File: config.mk
export PLATFORM = sky130hd
export DESIGN_NAME = div_scheduler
export DESIGN_NICKNAME = d
export VERILOG_FILES = /design/src/rtl/div_scheduler_pkg.sv /design/src/rtl/div_rr_arbiter.sv /design/src/rtl/div_scheduler.sv
export SDC_FILE = /design/constraint.sdc
export NUM_CORES = 1
export LEC_CHECK = 0
export ABC_AREA = 1
export BUFFER_PORTS_ARGS = -buffer_cell sky130_fd_sc_hd__buf_2
export CORE_MARGIN = 2
export CORE_UTILIZATION = 44
export DETAILED_ROUTE_END_ITERATION = 16
export PLACE_DENSITY = 0.84
export SYNTH_ARGS = -nofsm -noshare
export SYNTH_HDL_FRONTEND = slang
export SYNTH_HIERARCHICAL = 1
export SYNTH_SLANG_ARGS = --single-unit
File: constraint.sdc
create_clock -name clk -period 1.7 [get_ports clk]
set_input_delay 0.085 -clock clk [delete_from_list [all_inputs] [get_ports clk]]
set_output_delay 0.085 -clock clk [all_outputs]
set_load 0.01 [all_outputs]
File: src/rtl/div_scheduler_pkg.sv
// Shared types and defaults for the divider scheduler (state encoding, widths, latency).
package div_scheduler_pkg;

  typedef enum logic [1:0] {
    ST_IDLE = 2'd0,
    ST_BUSY = 2'd1,
    ST_DONE = 2'd2
  } state_t;

  localparam int DIVIDEND_W_DEF  = 20;
  localparam int DIVISOR_W_DEF   = 12;
  localparam int DIV_LATENCY_DEF = 24;

  // Counter only needs to reach DIV_LATENCY-1; keep at least one bit.
  function automatic int cnt_width(input int lat);
    return (lat < 2) ? 1 : $clog2(lat);
  endfunction

endpackage

File: src/rtl/div_rr_arbiter.sv
// Request arbiter for the shared divider: round-robin when DIV_SCHED_RR_EN is defined,
// otherwise fixed priority (lowest index wins, no pointer register).
module div_rr_arbiter #(
  parameter int NUM_REQ = 4,
  parameter int IDX_W   = $clog2(NUM_REQ)
) (
  input  logic               clk,
  input  logic               i_sclr,
  input  logic [NUM_REQ-1:0] i_req,
  input  logic               i_advance,
  output logic [NUM_REQ-1:0] o_gnt,
  output logic [IDX_W-1:0]   o_idx,
  output logic               o_any
);

`ifdef DIV_SCHED_RR_EN
  logic [IDX_W-1:0] r_ptr;

  // Scan from the pointer upward with wrap; descending loop lets the nearest hit win.
  always_comb begin
    int j;
    j     = 0;
    o_gnt = '0;
    o_idx = '0;
    o_any = 1'b0;
    for (int k = NUM_REQ - 1; k >= 0; k--) begin
      j = int'(r_ptr) + k;
      if (j >= NUM_REQ) j = j - NUM_REQ;
      if (i_req[j]) begin
        o_any = 1'b1;
        o_idx = IDX_W'(j);
      end
    end
    if (o_any) o_gnt[o_idx] = 1'b1;
  end

  always_ff @(posedge clk) begin
    if (i_sclr) begin
      r_ptr <= '0;
    end else if (i_advance) begin
      r_ptr <= (int'(o_idx) == NUM_REQ - 1) ? '0 : o_idx + 1'b1;
    end
  end
`else
  logic w_unused;
  assign w_unused = ^{clk, i_sclr, i_advance};

  always_comb begin
    o_gnt = '0;
    o_idx = '0;
    o_any = 1'b0;
    for (int k = NUM_REQ - 1; k >= 0; k--) begin
      if (i_req[k]) begin
        o_any = 1'b1;
        o_idx = IDX_W'(k);
      end
    end
    if (o_any) o_gnt[o_idx] = 1'b1;
  end
`endif

endmodule

File: src/rtl/div_scheduler.sv
// Shares one fixed-latency divider among NUM_REQ cluster-mean requesters.
// Arbitration policy selected by DIV_SCHED_RR_EN (round-robin) inside div_rr_arbiter.
module div_scheduler
  import div_scheduler_pkg::*;
#(
  parameter int NUM_REQ     = 4,
  parameter int DIVIDEND_W  = DIVIDEND_W_DEF,
  parameter int DIVISOR_W   = DIVISOR_W_DEF,
  parameter int DIV_LATENCY = DIV_LATENCY_DEF,
  parameter int IDX_W       = $clog2(NUM_REQ)
) (
  input  logic                          clk,
  input  logic                          sclr,
  input  logic [NUM_REQ-1:0]            req,
  input  logic [NUM_REQ*DIVIDEND_W-1:0] req_dividend,
  input  logic [NUM_REQ*DIVISOR_W-1:0]  req_divisor,
  output logic [NUM_REQ-1:0]            grant,
  output logic                          done,
  output logic [IDX_W-1:0]              done_idx,
  output logic [DIVIDEND_W-1:0]         result,
  output logic                          div_by_zero,
  output logic                          busy,
  output logic                          div_ce,
  output logic                          div_sclr,
  output logic [DIVIDEND_W-1:0]         div_dividend,
  output logic [DIVISOR_W-1:0]          div_divisor,
  input  logic [DIVIDEND_W-1:0]         div_quotient
);

  localparam int CNT_W = cnt_width(DIV_LATENCY);

  state_t                r_state;
  logic [CNT_W-1:0]      r_cnt;
  logic [IDX_W-1:0]      r_idx;
  logic                  r_zero;
  logic [NUM_REQ-1:0]    r_grant;
  logic                  r_done;
  logic [IDX_W-1:0]      r_done_idx;
  logic [DIVIDEND_W-1:0] r_result;
  logic                  r_div_by_zero;
  logic                  r_busy;
  logic                  r_div_ce;
  logic [DIVIDEND_W-1:0] r_div_dividend;
  logic [DIVISOR_W-1:0]  r_div_divisor;

  logic [NUM_REQ-1:0]    w_win_gnt;
  logic [IDX_W-1:0]      w_win_idx;
  logic                  w_win_any;
  logic                  w_accept;
  logic [DIVIDEND_W-1:0] w_sel_dividend;
  logic [DIVISOR_W-1:0]  w_sel_divisor;

  // DONE also arbitrates so back-to-back operations start one cycle after done.
  assign w_accept = w_win_any && (r_state == ST_IDLE || r_state == ST_DONE);

  assign w_sel_dividend = req_dividend[int'(w_win_idx)*DIVIDEND_W +: DIVIDEND_W];
  assign w_sel_divisor  = req_divisor[int'(w_win_idx)*DIVISOR_W +: DIVISOR_W];

  div_rr_arbiter #(
    .NUM_REQ (NUM_REQ),
    .IDX_W   (IDX_W)
  ) u_arb (
    .clk       (clk),
    .i_sclr    (sclr),
    .i_req     (req),
    .i_advance (w_accept),
    .o_gnt     (w_win_gnt),
    .o_idx     (w_win_idx),
    .o_any     (w_win_any)
  );

  always_ff @(posedge clk) begin
    if (sclr) begin
      r_state        <= ST_IDLE;
      r_cnt          <= '0;
      r_idx          <= '0;
      r_zero         <= 1'b0;
      r_grant        <= '0;
      r_done         <= 1'b0;
      r_done_idx     <= '0;
      r_result       <= '0;
      r_div_by_zero  <= 1'b0;
      r_busy         <= 1'b0;
      r_div_ce       <= 1'b0;
      r_div_dividend <= '0;
      r_div_divisor  <= '0;
    end else begin
      r_grant <= '0;
      r_done  <= 1'b0;
      case (r_state)
        ST_IDLE, ST_DONE: begin
          if (w_accept) begin
            r_grant        <= w_win_gnt;
            r_idx          <= w_win_idx;
            r_div_dividend <= w_sel_dividend;
            r_div_divisor  <= w_sel_divisor;
            r_zero         <= (w_sel_divisor == '0);
            r_cnt          <= '0;
            r_busy         <= 1'b1;
            r_state        <= ST_BUSY;
          end else begin
            r_busy  <= 1'b0;
            r_state <= ST_IDLE;
          end
        end
        ST_BUSY: begin
          // Grant cycle clears the divider (div_sclr); ce starts the following cycle.
          if (r_zero) begin
            r_result      <= '0;
            r_div_by_zero <= 1'b1;
            r_done        <= 1'b1;
            r_done_idx    <= r_idx;
            r_state       <= ST_DONE;
          end else if (!r_div_ce) begin
            r_div_ce <= 1'b1;
          end else if (r_cnt == CNT_W'(DIV_LATENCY - 1)) begin
            r_result      <= div_quotient;
            r_div_by_zero <= 1'b0;
            r_done        <= 1'b1;
            r_done_idx    <= r_idx;
            r_div_ce      <= 1'b0;
            r_state       <= ST_DONE;
          end else begin
            r_cnt <= r_cnt + 1'b1;
          end
        end
        default: begin
          r_busy   <= 1'b0;
          r_div_ce <= 1'b0;
          r_state  <= ST_IDLE;
        end
      endcase
    end
  end

  assign grant        = r_grant;
  assign done         = r_done;
  assign done_idx     = r_done_idx;
  assign result       = r_result;
  assign div_by_zero  = r_div_by_zero;
  assign busy         = r_busy;
  assign div_ce       = r_div_ce;
  assign div_sclr     = sclr | (|r_grant);
  assign div_dividend = r_div_dividend;
  assign div_divisor  = r_div_divisor;

endmodule

# After elaboration in Yosys (flattened, before gate mapping)
# Index checks and enable logic that the tools add are counted.
# Widths: inputs -> output; s select.
# word_totals
inputBits	154
output_inout_bits	63
elab_cells	89
reg_bits	72
# op_classes
eq_ne	9
n_bitwise	5
reduce_logical	17
mux	38
n_mul	2
magnitude_cmp	2
n_shift	2
add_sub_neg	1
# op_table
operator	n
$shiftx 80x8->20	1
$mux 20	3
$shiftx 48x7->12	1
$mux 2	10
$mux 5	4
$mux 1	16
$logic_not 12->1	1
$pmux 5 s2	1
$reduce_or 4->1	2
$ne 2x2->1 const B	3
$ne 3x3->1 const B	2
$reduce_and 2->1	3
$reduce_bool 2->1	3
$add 5x1->5 const B	1
$eq 5x5->1 const B	1
$mul 2x3->5 const B	1
$reduce_and 5->1	1
$mul 2x2->4 const B	1
$not 1->1	4
$pmux 1 s2	2
$pmux 2 s2	1
$reduce_or 2->1	2
$lt 2x3->1 const B	1
$reduce_and 3->1	1
9 further kinds	10

# Logic depth before layout (Yosys ltp)
# depth
ltp_word	8
ltp_mapped	14

# Cells and area by module
# Netlist, hierarchy kept.
# by_module_without_submodules
module	cells_per_inst	n_inst	seq_area_each_um2	area_each_um2
div_scheduler	547	1	1441.4	3555.9
div_rr_arbiter	16	1	0.0	63.8

# Worst setup path after synthesis
# OpenSTA, ideal clock, no wires.
# synth_timing
path_type	reg-to-reg
start	register r_cnt[0]
end	register r_done_idx[0], in the netlist done_idx[0]
path_buffers	1
setup_time_ns	0.116
synth_period_minus_slack_ns	1.405
slack_ns	0.295
t_arrival_ns	1.289
path_stages_with_launch	10
path_cell_list	dfxtp_1 -> ha_1 -> nand4_1 -> nand2_1 -> nand2_1 -> nor2_2 -> inv_2 -> buf_2 -> nor2_1 -> nor2_1
# synth_between
elab_chain_len	3
# synth_lines
element	line	source
start: declaration	div_scheduler.sv:33	logic [CNT_W-1:0] r_cnt;
start signal: assignment	div_scheduler.sv:124	r_cnt <= r_cnt + 1'b1;
$eq 5x5->1	div_scheduler.sv:116	end else if (r_cnt == CNT_W'(DIV_LATENCY - 1)) begin
$reduce_bool 2->1 (no line)	-	
$reduce_and 3->1 (no line)	-	
end signal: assignment	div_scheduler.sv:112	r_done_idx <= r_idx;
end signal: assignment	div_scheduler.sv:120	r_done_idx <= r_idx;
end: declaration	div_scheduler.sv:38	logic [IDX_W-1:0] r_done_idx;
# Every way passes these cells.
# A chain may end at the register's enable or synchronous reset.

# Worst setup path after layout
# layout_timing
start	input req[0]
end	register r_zero
# layout_between
elab_chain_len	4
word_cells_on_any_way	7
cone_classes	mul (1); shift (1); mux (2); reduce/logical (3)
# layout_lines
element	line	source
start: declaration	div_scheduler.sv:14	input logic [NUM_REQ-1:0] req,
$mux 2	div_rr_arbiter.sv:53	if (i_req[k]) begin
named net w_win_idx[0]	div_scheduler.sv:47	logic [IDX_W-1:0] w_win_idx;
$mul 2x2->4	div_scheduler.sv:57	assign w_sel_divisor = req_divisor[int'(w_win_idx)*DIVISOR_W +: DIVISOR_W];
$shiftx 48x7->12	div_scheduler.sv:57	
$logic_not 12->1	div_scheduler.sv:97	r_zero <= (w_sel_divisor == '0);
end signal: assignment	div_scheduler.sv:97	
end: declaration	div_scheduler.sv:35	logic r_zero;
# The timed path passes the listed nets, and every way through them passes these cells.

==> impl_results.md <==
* Top post-synthesis cells by count: 111 x nand2_1, 104 x nor2_1, 72 x dfxtp_1, 72 x o21ai_0, 50 x nand3_1
* Pleak at 2.64 nW
* Final Util at 0.634
* Synth Instances at 563
* Status: finished, final reports clean
* Total CTS buffers at 9
* Drt total wl at 11.6 mm
* DRT iter0 DRCs at 141
* Worst Setup Start Kind: primary input
* Critical path's top delay family: buffers and inverters
* Routed Antenna Nets at 0
* Reg clk slew, reported paths at 0.08 ns
* Worst-path cell chain: dlygate4sd3_1, buf_2, nor2_1, nand2_1, nand2_2, inv_2, buf_12, nand2_1, nand3_1, nand2_1, nand2_1, nor2_1, nand3_1, a21oi_1
* Post-route insts no fill at 887
* GRT Util Overall at 0.244
* Worst Setup SP: req[0]
* Placed instance count at 859
* Cell variety after synth at 23
* Fin Clk Skew at 0.00636 ns
* Worst vdd ir at 0.429 mV
* Number of diodes at 0
* Post-synth top flop: dfxtp_1
* Synth Net Count at 718
* CP Data Required Time at 1.98 ns
* Drt wl/cell at 13.1 um
* Die Area at 0.00897 mm^2
* Place WS at 0.156 ns
* Sequential fraction of the synthesis area at 0.398
* Initial antenna violation count at 0
* Worst-Skew Late Latency at 0.35 ns
* Signal arrival time at the worst endpoint at 1.91 ns
* Setup_tns at 0 ns
* Drt first pass iters at 5
* Power per cell area at 858 mW/mm^2
* Total power at 0.00440 W
* RSZ-0062 raised after global routing: yes
* Dpl hpwl at 8.51 mm
* Nets at 932
* Fin. Hold Viols at 0
* Slew headroom at 0.750
* Via density at 5.15
* Worst R2R Start: r_cnt[0]$_SDFFE_PP0P_
* CP Depth at 14
* Top post-synthesis cells by area: dfxtp_1 40%, nand2_1 12%, nor2_1 11%
* Slew @ Worst Pin at 0.375 ns
* Vias in the first global route at 3983
* Async set-or-reset flop fraction in the synthesized netlist at 0
* EDFF count, synth at 0
* Synth Area per Inst at 6.43 um^2
* Core Box Area at 0.00809 mm^2
* # rows at 33
* Final worst-path cycle share at 0.958
* Final worst path period need at 1.63 ns
* Most used cell, CP: nand2_1
* Maximum clock path buffer count at 2
* Post-Syn Area at 0.00362 mm^2
* Min-delay worst type: primary input to register
* H-tree depth at 3
* Via count at 4568
* Worst reg2reg setup slack at 0.15 ns
* Final setup fails at 0
* Initial core utilization at 0.447
* Pins Over Slew Limit at 0
* Yosys warning count at 6
* Setup ws final at 0.0706 ns
* GP Congestion at 0.864
* Share of layout cells above drive strength 1 at 0.334
* Max Cap Violations at 0
* Crit path buffers/inverters at 4
* R2R cell count at 8
* CTS tree: built
* CP max stage cell: dlygate4sd3_1
* Port bufs at 216
* Crit path to: r_zero$_SDFFE_PP0P_
* GRT overflow at 0
* Most frequent cell after synthesis: nand2_1
* I/O pin cnt at 217
* Synthesized flop and latch total at 72
* CTS sink cnt at 72
* Cell taking the most area after synthesis: dfxtp_1
* Die X-Extent at 94.7 um
* Post-route DRC at 0
* Global-route wire length before repair at 17.6 mm
* R2r endpoint: result[12]$_SDFFE_PP0P_
* Root buffer cell: clkbuf_8
* P&R area growth vs syn at 41.8%
* Crit Path Max Fanout at 38
* CP max stage delay at 0.53 ns
* Die Span Y at 94.7 um
* Crit Path Class: primary input to register
* Largest net degree at the start of global routing at 39
* Yosys top cell area share at 0.398
* Fmax achieved at 614 MHz
* Critical path endpoint category: register
## area by class of cell
| type | instances | area [um^2] |
|---|---|---|
| timing repair buffer | 244 | 1350 |
| sequential | 72 | 1440 |
| clock inverter | 7 | 80.1 |
| multi-input combinational | 415 | 1870 |
| clock buffer | 9 | 124 |
| tap | 105 | 131 |
| inverter | 35 | 134 |
| fill | 733 | 2960 |
## report_power, final
group	total [W]	internal, W	switching, W
clock network	0.00139	0.000695	0.000696
registers	0.00191	0.00183	0.0000791
logic	0.00110	0.000465	0.000635
total	0.00440	0.00299	0.00141
## flip-flops by register name (all words and copies together) (netlist names), 2 cells and up
| register | cells |
|---|---|
| r_state | 2 |
| result | 20 |
| grant | 4 |
| div_divisor | 12 |
| r_idx | 2 |
| done_idx | 2 |
| div_dividend | 20 |
| r_cnt | 5 |
## worst register-to-register path, cell delays in order, from the launching register on
cell and delay (ns):
dfxtp_1 0.38, ha_1 0.20, nand4_1 0.13, nand2_1 0.08, nand2_1 0.10, nor2_4 0.16
buf_12 0.17, nand3_1 0.10, a21oi_1 0.16
## logic make-up (layout without fill, tap and decap cells)
family	after synthesis	count (layout)	share of synthesized area
adders and majority gates	1	1	0.00346
and+or+nand+nor	271	271	0.302
xor gates and xnor gates	1	1	0.00242
AOI/OAI and AO/OA	142	142	0.204
DFF	72	72	0.398
buffers and inverters	76	295	0.0899
## through the flow
step                      instance area, um^2  hold WS [ns]
after global placement                   4780         0.334
after floorplan                          3620         0.245
after global routing                     5130       0.00386
after CTS                                5070      0.000291
final                                    5130       0.00853
after detailed placement                 4780         0.334
## worst min-delay path by stage
stage	start	end	cells past startpoint
6_report	div_quotient[5]	result[5]$_SDFFE_PP0P_	3
2_1_floorplan	div_quotient[0]	result[0]$_SDFFE_PP0P_	2
3_5_place_dp	req[0]	grant[0]$_SDFF_PP0_	3
5_1_grt	div_quotient[18]	result[18]$_SDFFE_PP0P_	3
4_1_cts	div_quotient[1]	result[1]$_SDFFE_PP0P_	3
3_3_place_gp	req[0]	grant[0]$_SDFF_PP0_	3
## placed cells by master, fill, tap and decap left out, drive strengths merged, types with 4 or more instances in the layout
cell type,instances
buf,234
nand2,112
nor2,106
o21ai,81
dfxtp,72
nand3,50
a21oi,40
inv,36
o22ai,20
dlygate4sd3,10
clkbuf,9
clkinv,4
## metal layers
metal / vias up / track usage / share of wire
li1: 2275 / - / -
met4: 0 / 0.0918 / 0.020
met1: 2038 / 0.291 / 0.40
met2: 230 / 0.430 / 0.50
met3: 25 / 0.0503 / 0.078
met5: - / 0 / 0
## what timing repair did
action                                 in CTS  in global routing
gates resized for setup                     0                 11
setup buffers                               0                  2
setup endpoints to repair                   0                 21
hold buffers                                9                  1
endpoints found under the hold margin      10                  1
(Power assumes the default switching activity.)
